--- src/rtl/data_lsu_pkg.sv ---
// Shared types and helpers for the data load/store unit.
package data_lsu_pkg;

    localparam logic [2:0] F3_B  = 3'b000;
    localparam logic [2:0] F3_H  = 3'b001;
    localparam logic [2:0] F3_W  = 3'b010;
    localparam logic [2:0] F3_BU = 3'b100;
    localparam logic [2:0] F3_HU = 3'b101;

    typedef enum logic [1:0] {
        ST_IDLE,
        ST_ACC0,
        ST_ACC1,
        ST_RESP
    } lsu_state_e;

    typedef struct packed {
        logic        we;
        logic [2:0]  funct3;
        logic [31:0] wdata;
    } lsu_req_t;

    // Access size in bytes (1, 2 or 4) from the width bits of funct3.
    function automatic logic [2:0] size_bytes(input logic [2:0] funct3);
        case (funct3[1:0])
            2'b00:   return 3'd1;
            2'b01:   return 3'd2;
            default: return 3'd4;
        endcase
    endfunction

    // Unsigned widths exist only for loads.
    function automatic logic funct3_legal(input logic we, input logic [2:0] funct3);
        return (funct3 == F3_B) || (funct3 == F3_H) || (funct3 == F3_W) ||
               (!we && ((funct3 == F3_BU) || (funct3 == F3_HU)));
    endfunction

endpackage

--- src/rtl/data_lsu_if.sv ---
// Pipeline-side request/response and memory-side access signals of the LSU.
interface data_lsu_if #(parameter int unsigned AW = 12);

    logic          req_valid;
    logic          req_ready;
    logic          req_we;
    logic [2:0]    req_funct3;
    logic [31:0]   req_addr;
    logic [31:0]   req_wdata;
    logic          rsp_valid;
    logic [31:0]   rsp_rdata;
    logic          rsp_err;
    logic          mem_req;
    logic          mem_we;
    logic [AW-1:0] mem_addr;
    logic [31:0]   mem_wdata;
    logic [3:0]    mem_be;
    logic [31:0]   mem_rdata;
    logic          mem_ack;

    // master: pipeline and memory environment; slave: the LSU itself.
    modport master (
        output req_valid, req_we, req_funct3, req_addr, req_wdata, mem_rdata, mem_ack,
        input  req_ready, rsp_valid, rsp_rdata, rsp_err,
        input  mem_req, mem_we, mem_addr, mem_wdata, mem_be
    );

    modport slave (
        input  req_valid, req_we, req_funct3, req_addr, req_wdata, mem_rdata, mem_ack,
        output req_ready, rsp_valid, rsp_rdata, rsp_err,
        output mem_req, mem_we, mem_addr, mem_wdata, mem_be
    );

endinterface

--- src/rtl/data_lsu_align.sv ---
// Byte-lane alignment: store data/mask placement and load extract/extend.
module data_lsu_align
    import data_lsu_pkg::*;
(
    input  logic [2:0]  funct3,
    input  logic [1:0]  off,
    input  logic [31:0] wdata,
    input  logic [31:0] lo_word,
    input  logic [31:0] hi_word,
    output logic [63:0] st_data_c,
    output logic [7:0]  st_mask_c,
    output logic [31:0] ld_data_c
);

    logic [2:0]  size;
    logic [5:0]  sh;
    logic [31:0] ld_raw;

    always_comb begin
        size      = size_bytes(funct3);
        sh        = {1'b0, off, 3'b000};
        st_data_c = 64'(wdata) << sh;
        case (size)
            3'd1:    st_mask_c = 8'h01 << off;
            3'd2:    st_mask_c = 8'h03 << off;
            default: st_mask_c = 8'h0F << off;
        endcase
        // Two-word window shifted down so the addressed byte lands in lane 0.
        ld_raw = 32'({hi_word, lo_word} >> sh);
        case (size)
            3'd1:    ld_data_c = funct3[2] ? {24'b0, ld_raw[7:0]}
                                           : {{24{ld_raw[7]}}, ld_raw[7:0]};
            3'd2:    ld_data_c = funct3[2] ? {16'b0, ld_raw[15:0]}
                                           : {{16{ld_raw[15]}}, ld_raw[15:0]};
            default: ld_data_c = ld_raw;
        endcase
    end

endmodule

--- src/rtl/data_lsu.sv ---
// Load/store unit: one byte-addressed request becomes one or two word accesses.
module data_lsu
    import data_lsu_pkg::*;
#(
    parameter int unsigned AW          = 12,
    parameter bit          MISALIGN_EN = 1'b1
) (
    input logic       i_clk,
    input logic       i_rst_n,
    data_lsu_if.slave bus
);

    lsu_state_e    state_q, state_d;
    lsu_req_t      req_q, req_d;
    logic [AW+1:0] addr_q, addr_d;
    logic          cross_q, cross_d;
    logic          err_q, err_d;
    logic [31:0]   lo_q, lo_d;
    logic [31:0]   hi_q, hi_d;

    logic          req_ready_q, req_ready_d;
    logic          rsp_valid_q, rsp_valid_d;
    logic [31:0]   rsp_rdata_q, rsp_rdata_d;
    logic          rsp_err_q, rsp_err_d;
    logic          mem_req_q, mem_req_d;
    logic          mem_we_q, mem_we_d;
    logic [AW-1:0] mem_addr_q, mem_addr_d;
    logic [31:0]   mem_wdata_q, mem_wdata_d;
    logic [3:0]    mem_be_q, mem_be_d;

    logic          in_cross;
    logic          in_illegal;
    logic [AW-1:0] word_d;
    logic [63:0]   st_data_c;
    logic [7:0]    st_mask_c;
    logic [31:0]   ld_data_c;
    logic          unused_addr_hi;

    assign unused_addr_hi = ^bus.req_addr[31:AW+2];

    // Crossing: the access runs past byte 3 of its first word.
    always_comb begin
        in_cross   = ({2'b00, bus.req_addr[1:0]} + {1'b0, size_bytes(bus.req_funct3)}) > 4'd4;
        in_illegal = !funct3_legal(bus.req_we, bus.req_funct3) || (in_cross && !MISALIGN_EN);
    end

    always_comb begin
        state_d = state_q;
        req_d   = req_q;
        addr_d  = addr_q;
        cross_d = cross_q;
        err_d   = err_q;
        lo_d    = lo_q;
        hi_d    = hi_q;
        case (state_q)
            ST_IDLE: begin
                if (bus.req_valid) begin
                    req_d.we     = bus.req_we;
                    req_d.funct3 = bus.req_funct3;
                    req_d.wdata  = bus.req_wdata;
                    addr_d       = bus.req_addr[AW+1:0];
                    cross_d      = in_cross;
                    err_d        = in_illegal;
                    lo_d         = '0;
                    hi_d         = '0;
                    state_d      = in_illegal ? ST_RESP : ST_ACC0;
                end
            end
            ST_ACC0: begin
                if (bus.mem_ack) begin
                    lo_d    = bus.mem_rdata;
                    state_d = cross_q ? ST_ACC1 : ST_RESP;
                end
            end
            ST_ACC1: begin
                if (bus.mem_ack) begin
                    hi_d    = bus.mem_rdata;
                    state_d = ST_RESP;
                end
            end
            ST_RESP: state_d = ST_IDLE;
            default: state_d = ST_IDLE;
        endcase
    end

    data_lsu_align u_align (
        .funct3    (req_d.funct3),
        .off       (addr_d[1:0]),
        .wdata     (req_d.wdata),
        .lo_word   (lo_d),
        .hi_word   (hi_d),
        .st_data_c (st_data_c),
        .st_mask_c (st_mask_c),
        .ld_data_c (ld_data_c)
    );

    // Outputs follow the next state so they are registered yet aligned with it.
    always_comb begin
        word_d      = addr_d[AW+1:2];
        req_ready_d = (state_d == ST_IDLE);
        mem_req_d   = (state_d == ST_ACC0) || (state_d == ST_ACC1);
        mem_we_d    = mem_req_d && req_d.we;
        mem_addr_d  = (state_d == ST_ACC1) ? word_d + AW'(1) : word_d;
        mem_be_d    = 4'b0000;
        mem_wdata_d = '0;
        if (mem_req_d) begin
            if (!req_d.we) begin
                mem_be_d = 4'b1111;
            end else if (state_d == ST_ACC1) begin
                mem_be_d    = st_mask_c[7:4];
                mem_wdata_d = st_data_c[63:32];
            end else begin
                mem_be_d    = st_mask_c[3:0];
                mem_wdata_d = st_data_c[31:0];
            end
        end
        rsp_valid_d = (state_d == ST_RESP);
        rsp_err_d   = rsp_valid_d && err_d;
        rsp_rdata_d = (rsp_valid_d && !req_d.we && !err_d) ? ld_data_c : '0;
    end

    always_ff @(posedge i_clk or negedge i_rst_n) begin
        if (!i_rst_n) begin
            state_q     <= ST_IDLE;
            req_q       <= '0;
            addr_q      <= '0;
            cross_q     <= 1'b0;
            err_q       <= 1'b0;
            lo_q        <= '0;
            hi_q        <= '0;
            req_ready_q <= 1'b1;
            rsp_valid_q <= 1'b0;
            rsp_rdata_q <= '0;
            rsp_err_q   <= 1'b0;
            mem_req_q   <= 1'b0;
            mem_we_q    <= 1'b0;
            mem_addr_q  <= '0;
            mem_wdata_q <= '0;
            mem_be_q    <= 4'b0000;
        end else begin
            state_q     <= state_d;
            req_q       <= req_d;
            addr_q      <= addr_d;
            cross_q     <= cross_d;
            err_q       <= err_d;
            lo_q        <= lo_d;
            hi_q        <= hi_d;
            req_ready_q <= req_ready_d;
            rsp_valid_q <= rsp_valid_d;
            rsp_rdata_q <= rsp_rdata_d;
            rsp_err_q   <= rsp_err_d;
            mem_req_q   <= mem_req_d;
            mem_we_q    <= mem_we_d;
            mem_addr_q  <= mem_addr_d;
            mem_wdata_q <= mem_wdata_d;
            mem_be_q    <= mem_be_d;
        end
    end

    assign bus.req_ready = req_ready_q;
    assign bus.rsp_valid = rsp_valid_q;
    assign bus.rsp_rdata = rsp_rdata_q;
    assign bus.rsp_err   = rsp_err_q;
    assign bus.mem_req   = mem_req_q;
    assign bus.mem_we    = mem_we_q;
    assign bus.mem_addr  = mem_addr_q;
    assign bus.mem_wdata = mem_wdata_q;
    assign bus.mem_be    = mem_be_q;

endmodule

--- src/flat_wrapper.sv ---
// flat-port wrapper written by rule: the top's interface ports become plain ports
module data_lsu_flat import data_lsu_pkg::*;
#(
    parameter int unsigned AW          = 12,
    parameter bit          MISALIGN_EN = 1'b1
)
  (i_clk, i_rst_n, bus_req_valid, bus_req_we, bus_req_funct3, bus_req_addr, bus_req_wdata, bus_mem_rdata, bus_mem_ack, bus_req_ready, bus_rsp_valid, bus_rsp_rdata, bus_rsp_err, bus_mem_req, bus_mem_we, bus_mem_addr, bus_mem_wdata, bus_mem_be);
  data_lsu_if #(.AW(AW)) bus_i ();
  input logic i_clk;
  input logic i_rst_n;
  input wire logic [$bits(bus_i.req_valid)-1:0] bus_req_valid;
  input wire logic [$bits(bus_i.req_we)-1:0] bus_req_we;
  input wire logic [$bits(bus_i.req_funct3)-1:0] bus_req_funct3;
  input wire logic [$bits(bus_i.req_addr)-1:0] bus_req_addr;
  input wire logic [$bits(bus_i.req_wdata)-1:0] bus_req_wdata;
  input wire logic [$bits(bus_i.mem_rdata)-1:0] bus_mem_rdata;
  input wire logic [$bits(bus_i.mem_ack)-1:0] bus_mem_ack;
  output wire logic [$bits(bus_i.req_ready)-1:0] bus_req_ready;
  output wire logic [$bits(bus_i.rsp_valid)-1:0] bus_rsp_valid;
  output wire logic [$bits(bus_i.rsp_rdata)-1:0] bus_rsp_rdata;
  output wire logic [$bits(bus_i.rsp_err)-1:0] bus_rsp_err;
  output wire logic [$bits(bus_i.mem_req)-1:0] bus_mem_req;
  output wire logic [$bits(bus_i.mem_we)-1:0] bus_mem_we;
  output wire logic [$bits(bus_i.mem_addr)-1:0] bus_mem_addr;
  output wire logic [$bits(bus_i.mem_wdata)-1:0] bus_mem_wdata;
  output wire logic [$bits(bus_i.mem_be)-1:0] bus_mem_be;
  assign bus_i.req_valid = bus_req_valid;
  assign bus_i.req_we = bus_req_we;
  assign bus_i.req_funct3 = bus_req_funct3;
  assign bus_i.req_addr = bus_req_addr;
  assign bus_i.req_wdata = bus_req_wdata;
  assign bus_i.mem_rdata = bus_mem_rdata;
  assign bus_i.mem_ack = bus_mem_ack;
  assign bus_req_ready = bus_i.req_ready;
  assign bus_rsp_valid = bus_i.rsp_valid;
  assign bus_rsp_rdata = bus_i.rsp_rdata;
  assign bus_rsp_err = bus_i.rsp_err;
  assign bus_mem_req = bus_i.mem_req;
  assign bus_mem_we = bus_i.mem_we;
  assign bus_mem_addr = bus_i.mem_addr;
  assign bus_mem_wdata = bus_i.mem_wdata;
  assign bus_mem_be = bus_i.mem_be;
  data_lsu #(.AW(AW), .MISALIGN_EN(MISALIGN_EN)) u_core (.i_clk(i_clk), .i_rst_n(i_rst_n), .bus(bus_i));
endmodule
--- config.mk ---
export PLATFORM = sky130hd
export DESIGN_NAME = data_lsu_flat
export DESIGN_NICKNAME = d
export VERILOG_FILES = /design/src/rtl/data_lsu_pkg.sv /design/src/rtl/data_lsu_if.sv /design/src/rtl/data_lsu_align.sv /design/src/rtl/data_lsu.sv /design/src/flat_wrapper.sv
export SDC_FILE = /design/constraint.sdc
export NUM_CORES = 1
export LEC_CHECK = 0
export BUFFER_PORTS_ARGS = -buffer_cell sky130_fd_sc_hd__clkbuf_2
export CAP_MARGIN = 20
export CORE_UTILIZATION = 48
export DETAILED_ROUTE_END_ITERATION = 16
export GPL_TIMING_DRIVEN = 1
export MAX_ROUTING_LAYER = met4
export PLACE_DENSITY_LB_ADDON = 0.08
export SLEW_MARGIN = 0
export SYNTH_ARGS = -nofsm -noshare
export SYNTH_HDL_FRONTEND = slang
export SYNTH_SLANG_ARGS = --single-unit
--- constraint.sdc ---
create_clock -name i_clk -period 3.55 [get_ports i_clk]
set_input_delay 0.355 -clock i_clk [delete_from_list [all_inputs] [get_ports i_clk]]
set_output_delay 0.355 -clock i_clk [all_outputs]
set_load 0.05 [all_outputs]
=== Word level (Yosys, flattened, before mapping) ===
Cells that the tools add are included.

* Output and inout bits: 85
* Input port bits: 104
* Bits in registers: 203
* Word-level logic and storage cells: 92

* Reductions and logical operators: 20
* Mux-type cells: 32
* Add/subtract/negate cells: 2
* Equal/unequal tests: 14
* Magnitude comparators: 1
* Shift-type cells: 5

{| class="wikitable"
|+ Operator list
! operator !! count
|-
| $mux 32 || 10
|-
| $pmux 32 s2 || 3
|-
| $mux 36 || 2
|-
| $shl 32x5->64 || 1
|-
| $shr 64x5->32 || 1
|-
| $mux 14 || 2
|-
| $pmux 8 s2 || 1
|-
| $add 12x1->12 const B || 1
|-
| $mux 12 || 1
|-
| $mux 4 || 3
|-
| $pmux 3 s2 || 2
|-
| $eq 2x1->1 const B || 4
|-
| $eq 2x2->1 const B || 4
|-
| $logic_not 2->1 || 4
|-
| $mux 2 || 4
|-
| $pmux 2 s4 || 1
|-
| $shl 1x2->8 const A || 1
|-
| $shl 2x2->8 const A || 1
|-
| $shl 4x2->8 const A || 1
|-
| $eq 3x1->1 const B || 2
|-
| $eq 3x2->1 const B || 2
|-
| $eq 3x3->1 const B || 2
|-
| $logic_and 1x1->1 || 5
|-
| $logic_or 1x1->1 || 5
|-
| 6 further kinds || 11
|}

=== Logic depth before layout (Yosys ltp) ===
* Word-level depth: 11
* Depth in mapped cells: 13
* Gate-level depth less buffers: 9

=== Cells and area by module ===
Synthesis repeated with hierarchy kept, for this count alone.

* Cell total of the unflattened synthesis: 875
* Area, all modules: 9726.8 µm²

{| class="wikitable"
|+ Modules (own cells, without submodules)
! module !! seq. area each (µm²) !! instances !! area each (µm²) !! cells each
|-
| data_lsu || 5081.1 || 1 || 7684.9 || 633
|-
| data_lsu_align || 0.0 || 1 || 2042.0 || 242
|}

=== Least setup slack after synthesis ===
No wires, ideal clock.

* Path kind: reg-to-reg
* Start point: register u_core.state_q[1]
* End point: register u_core.mem_addr_q[10] (netlist: u_core.bus.mem_addr[10])
* Required time: 3.470 ns
* Cell stages (with the launch flop): 14
* Arrival: 2.673 ns
* Period minus slack after synthesis: 2.753 ns
* Buffers on the path: 5
* Setup time: 0.080 ns
* Slack: 0.797 ns
* Cell sequence: dfrtp_1 -> buf_2 -> nor3b_4 -> buf_6 -> buf_4 -> buf_4 -> buf_2 -> mux2_2 -> ha_1 -> nand2_1 -> nor2_1 -> and3_1 -> nand3_1 -> xnor2_1

* Longest elaborated chain between the ends: 4
* Elaborated cells between the ends (all ways): 12
* Classes of those cells: 1 x add/sub; 4 x eq/ne; 6 x mux; 1 x reduce/logical

{| class="wikitable"
|+ Ends and longest elaborated chain
! what !! RTL line !! RTL
|-
| start: declaration || data_lsu.sv:13 || <nowiki>lsu_state_e state_q, state_d;</nowiki>
|-
| start signal: assignment || data_lsu.sv:141 || <nowiki>state_q <= state_d;</nowiki>
|-
| $logic_not 2->1 || data_lsu.sv:55 || <nowiki>case (state_q)</nowiki>
|-
| $mux 14 || data_lsu.sv:55 ||
|-
| net u_core.addr_d[2] || data_lsu.sv:15 || <nowiki>logic [AW+1:0] addr_q, addr_d;</nowiki>
|-
| $add 12x1->12 || data_lsu.sv:103 || <nowiki>mem_addr_d = (state_d == ST_ACC1) ? word_d + AW'(1) : word_d;</nowiki>
|-
| $mux 12 || data_lsu.sv:103 ||
|-
| net u_core.mem_addr_d[10] || data_lsu.sv:27 || <nowiki>logic [AW-1:0] mem_addr_q, mem_addr_d;</nowiki>
|-
| end signal: assignment || data_lsu.sv:154 || <nowiki>mem_addr_q <= mem_addr_d;</nowiki>
|-
| end: declaration || data_lsu.sv:27 ||
|}

The timed path passes the listed nets, and every way through them passes these cells.
A chain may end at the register's enable or synchronous reset.

=== Worst setup path after layout ===
* Start point: register u_core.state_q[1]
* End point: register u_core.rsp_rdata_q[1] (netlist: u_core.bus.rsp_rdata[1])

* Longest elaborated chain between the ends: 7
* Elaborated cells between the ends (all ways): 28
* Classes of those cells: 7 x eq/ne; 1 x shift; 14 x mux; 6 x reduce/logical

{| class="wikitable"
|+ Ends and longest elaborated chain
! what !! RTL line !! RTL
|-
| parallel branches: the longest is 6 deep, another holds $shr 64x5->32 || -- ||
|-
| $mux 32 * || data_lsu.sv:119 || <nowiki>rsp_rdata_d = (rsp_valid_d && !req_d.we && !err_d) ? ld_data_c : '0;</nowiki>
|-
| net u_core.rsp_rdata_d[1] || data_lsu.sv:23 || <nowiki>logic [31:0] rsp_rdata_q, rsp_rdata_d;</nowiki>
|-
| end signal: assignment || data_lsu.sv:150 || <nowiki>rsp_rdata_q <= rsp_rdata_d;</nowiki>
|-
| end: declaration || data_lsu.sv:23 ||
|}

Mark *: on every way through the listed nets, which the timed path passes.

==> summary.txt <==
Outcome
  – Status: finished, violations left
  – Failing checks: hold timing

Timing
  – Final Hold Viols: 1
  – Fin crit share: 0.823
  – Slew HR: 0.424
  – Max Slew Vio Count: 0
  – Skew final: 0.00965 ns
  – Hold Slack: -0.00409 ns
  – Final setup viols: 0
  – Setup tns final: 0 ns
  – Worst-Margin Slew: around 0.86 ns
  – Max Clk Rate: roughly 0.34 GHz
  – Final WS setup: between 0.6 and 0.7 ns
  – Post-layout min period: between 2 and 3 ns
  – RSZ-0062 raised after global routing: no

Yosys
  – Post-Syn Area: 9500 µm²
  – Sequential share of the synthesized area: 0.514
  – Synth async-reset ratio: 1.00
  – Xor/xnor share of the synthesized area: 0.0101
  – EDFF count, synth: 0
  – Compound-cell area share of the yosys netlist: 0.167
  – Simple-Gate Fraction of Synth Area: 0.150
  – Top cell type by total area after synthesis: dfrtp_1
  – Yosys top cell area share: 0.511
  – Syn avg cell area: roughly 10 µm²
  – Flop and latch count out of synthesis: 195
  – Main flop type after synthesis: dfrtp_1
  – Adder-Cell Fraction of Synth Area: 0.0100
  – Distinct cells, synth: 58
  – Largest family of logic cells by synthesized area: compound AO/OA/AOI/OAI gates
  – Post-synthesis mux area share: 0.106
  – Synthesized Nets: around 1000
  – Mapped Cells: roughly 940
  – Synthesis Warnings: 0
  – Synth area leaders: dfrtp_1 (51%), mux2_2 (6.3%), nor2_1 (5.1%), mux2i_1 (4.1%), nand2_1 (3.6%)

Worst setup path
  – Crit path arrival time: approximately 3.2 ns
  – Slowest CP cell: nand3_1
  – Worst r2r dst: u_core.bus.rsp_rdata[1]
  – WP data required: roughly 3.9 ns
  – Worst r2r src: u_core.state_q[1]
  – Critical Path End Type: flip-flop
  – CP peak stage delay: around 0.60 ns
  – Worst Path Max Fanout: between 80 and 90
  – R2R cell count: 5
  – Crit path cell chain: nor3b_4, buf_12, mux2i_1, nand3_1, a21oi_1
  – Setup Crit Path Kind: flip-flop to flip-flop
  – CP startpoint kind: flip-flop
  – R2R setup slack: roughly 0.63 ns

Power
  – Sequential power share: 0.287
  – Power Internal: between 6 and 7 mW
  – Clock Power Share: 0.159
  – Pwr Density: approximately 1100 nW/µm²
  – Comb power frac: 0.554
  – Power Total: 12.3 mW
  – Peak VDD IR: ~740 µV
  – Net Sw Power: ~6.0 mW
  – Sw Ratio: 0.486
  – Pleak: 5.52 nW

Drt
  – Initial DRT Pass Iterations: 7
  – Routed wire length: about 26 mm
  – Initial drt markers: between 600 and 700
  – Detail Route Antenna Nets: 0
  – Drt drc: 0
  – Vias/cell: between 5 and 6
  – Routed len/inst: 18.9 µm
  – Via Count: roughly 7700

Floorplan
  – Horiz. Die Dim: ~140 µm
  – Die ar.: 20300 µm²
  – Row cnt: 51
  – Ports: 189
  – Core Footprint: ~19000 µm²
  – Die Y: about 140 µm
  – Initial Utilization: 0.489

CTS
  – Worst-path clk slew: 0.08 ns
  – H-tree depth: 4
  – Clk_lat worst skew: roughly 0.43 ns
  – CTS Buf Count: 17
  – # resized after CTS: 0
  – Post-CTS Hold Fix Bufs: 0
  – Root buffer cell: clkbuf_16
  – Post-CTS Setup Inserts: 0
  – Clock Sinks: between 150 and 200
  – CTS tree: done
  – CTS Buffer Depth: 2

Cells and area
  – Nets: roughly 1200
  – Antenna cells: 0
  – Final core occ: 0.581
  – Filler instances: about 1800
  – Area grow syn2layout: 18.7%
  – Share of cells above drive strength 1: 0.268

Global route
  – Vias in the first global route: approximately 7300
  – First-pass GRT wire length: roughly 40 mm
  – Total global-route track usage: 0.270
  – Remaining global-route overflow: 0
  – Largest net degree at the start of global routing: a little over 100
  – Initial antenna violation count: 0

Place
  – Detail Placement HPWL: approximately 18 mm
  – PortBufs: 170
  – Setup Slack @ Placement: approximately 0.62 ns
  – Gp weighted congestion: 0.902

Flow run
  – Max_cap viols: 0

Min path
  – Class of the worst hold path: input pin to asynchronous set/reset pin
[layout make-up]
class	count	area, µm²	area share
inverter	31	119	0.0105
clock buffer	18	429	0.0381
multi-input combinational	647	4220	0.375
clock inverter	14	168	0.0149
tap	265	332	0.0294
timing repair buffer	198	1120	0.0993
sequential	195	4880	0.433
[kinds of logic after synthesis]
group / after synthesis
buffers and inverters: 94
AOI/OAI and AO/OA: 228
muxes: 93
and+or+nand+nor: 308
xor gates and xnor gates: 11
DFF: 195
adders and majority gates: 7
[flip-flops by register name, indices dropped and copies added, names as in the netlist, 4 cells and up]
register and flops:
u_core.addr_q 14, u_core.bus.rsp_rdata 32, u_core.bus.mem_wdata 32, u_core.req_q 36, u_core.bus.mem_addr 12, u_core.bus.mem_be 4
u_core.hi_q 24, u_core.lo_q 32
[metrics by stage]
step,cell area [µm²],cells
after floorplan,9500,936
after global placement,10700,1336
after detailed placement,10700,1336
after CTS,11300,1368
after global routing,11300,1368
final,11300,1368
[synthesized netlist by cell type, drive strengths merged, types with 2 or more instances]
cell type	number
buf	26
nor2b	8
o21ai	45
a22o	27
o221ai	3
a21oi	44
mux2i	40
and3b	18
o21bai	2
o211ai	8
and3	3
o21a	12
o31a	2
mux2	53
xor2	3
xnor2	8
or3	6
a221o	18
or2	2
ha	6
nor2	128
and2	17
o22ai	10
nand3b	3
a22oi	18
dfrtp	194
o31ai	2
a31oi	17
clkbuf	37
nand2	91
nand3	15
nor3	7
a211oi	2
inv	30
nand2b	7
a32oi	12
[power groups by stage]
| stage | clock, mW | sequential (mW) | combinational, mW |
|---|---|---|---|
| floorplan | 0 | 4.64 | 3.78 |
| global placement | 0 | 3.54 | 6.66 |
| detailed placement | 0 | 3.55 | 6.70 |
| CTS | 1.99 | 3.51 | 6.73 |
| global route | 2.07 | 3.61 | 7.35 |
| finish | 1.95 | 3.52 | 6.79 |
[metal layers]
layer | vias to the layer above | share of wire | GRT usage
met3 | 25 | 0.067 | 0.0547
met4 | 0 | 0.013 | 0.0634
li1 | 3597 | - | -
met1 | 3756 | 0.48 | 0.390
met2 | 286 | 0.45 | 0.390
met5 | - | 0 | -
[how the worst max path moves through the flow]
stage,start,end,cells after the start
after floorplan,u_core.state_q[1],u_core.bus.mem_addr[10],13
after global placement,bus_req_valid,u_core.bus.rsp_rdata[10],6
after detailed placement,bus_req_valid,u_core.bus.rsp_rdata[1],6
after CTS,u_core.state_q[1],u_core.bus.rsp_rdata[1],5
after global routing,u_core.state_q[1],u_core.bus.rsp_rdata[1],5
final,u_core.state_q[1],u_core.bus.rsp_rdata[1],5
[critical path, delay by kind of cell, from the launching register on]
kind                   cells  cell delay, ns
multiplexers               1            0.54
buffers and inverters      1            0.43
flip-flops                 1            0.45
AND/OR/NAND/NOR            2            0.96
AO/OA/AOI/OAI              1            0.41
[cells in the final DEF, fill, tap and decap left out, types with 18 or more instances in the layout]
master	Yosys	final
a22o_1	27	27
clkbuf_2	0	169
buf_4	6	24
nand2_1	90	90
and3b_1	18	18
a22oi_1	18	18
mux2i_1	39	38
dfrtp_1	194	194
nor2_1	128	128
a21oi_1	44	44
inv_1	29	28
o21ai_0	44	44
a221o_1	18	18
mux2_2	53	53
Power figures use the tool's default switching activity.
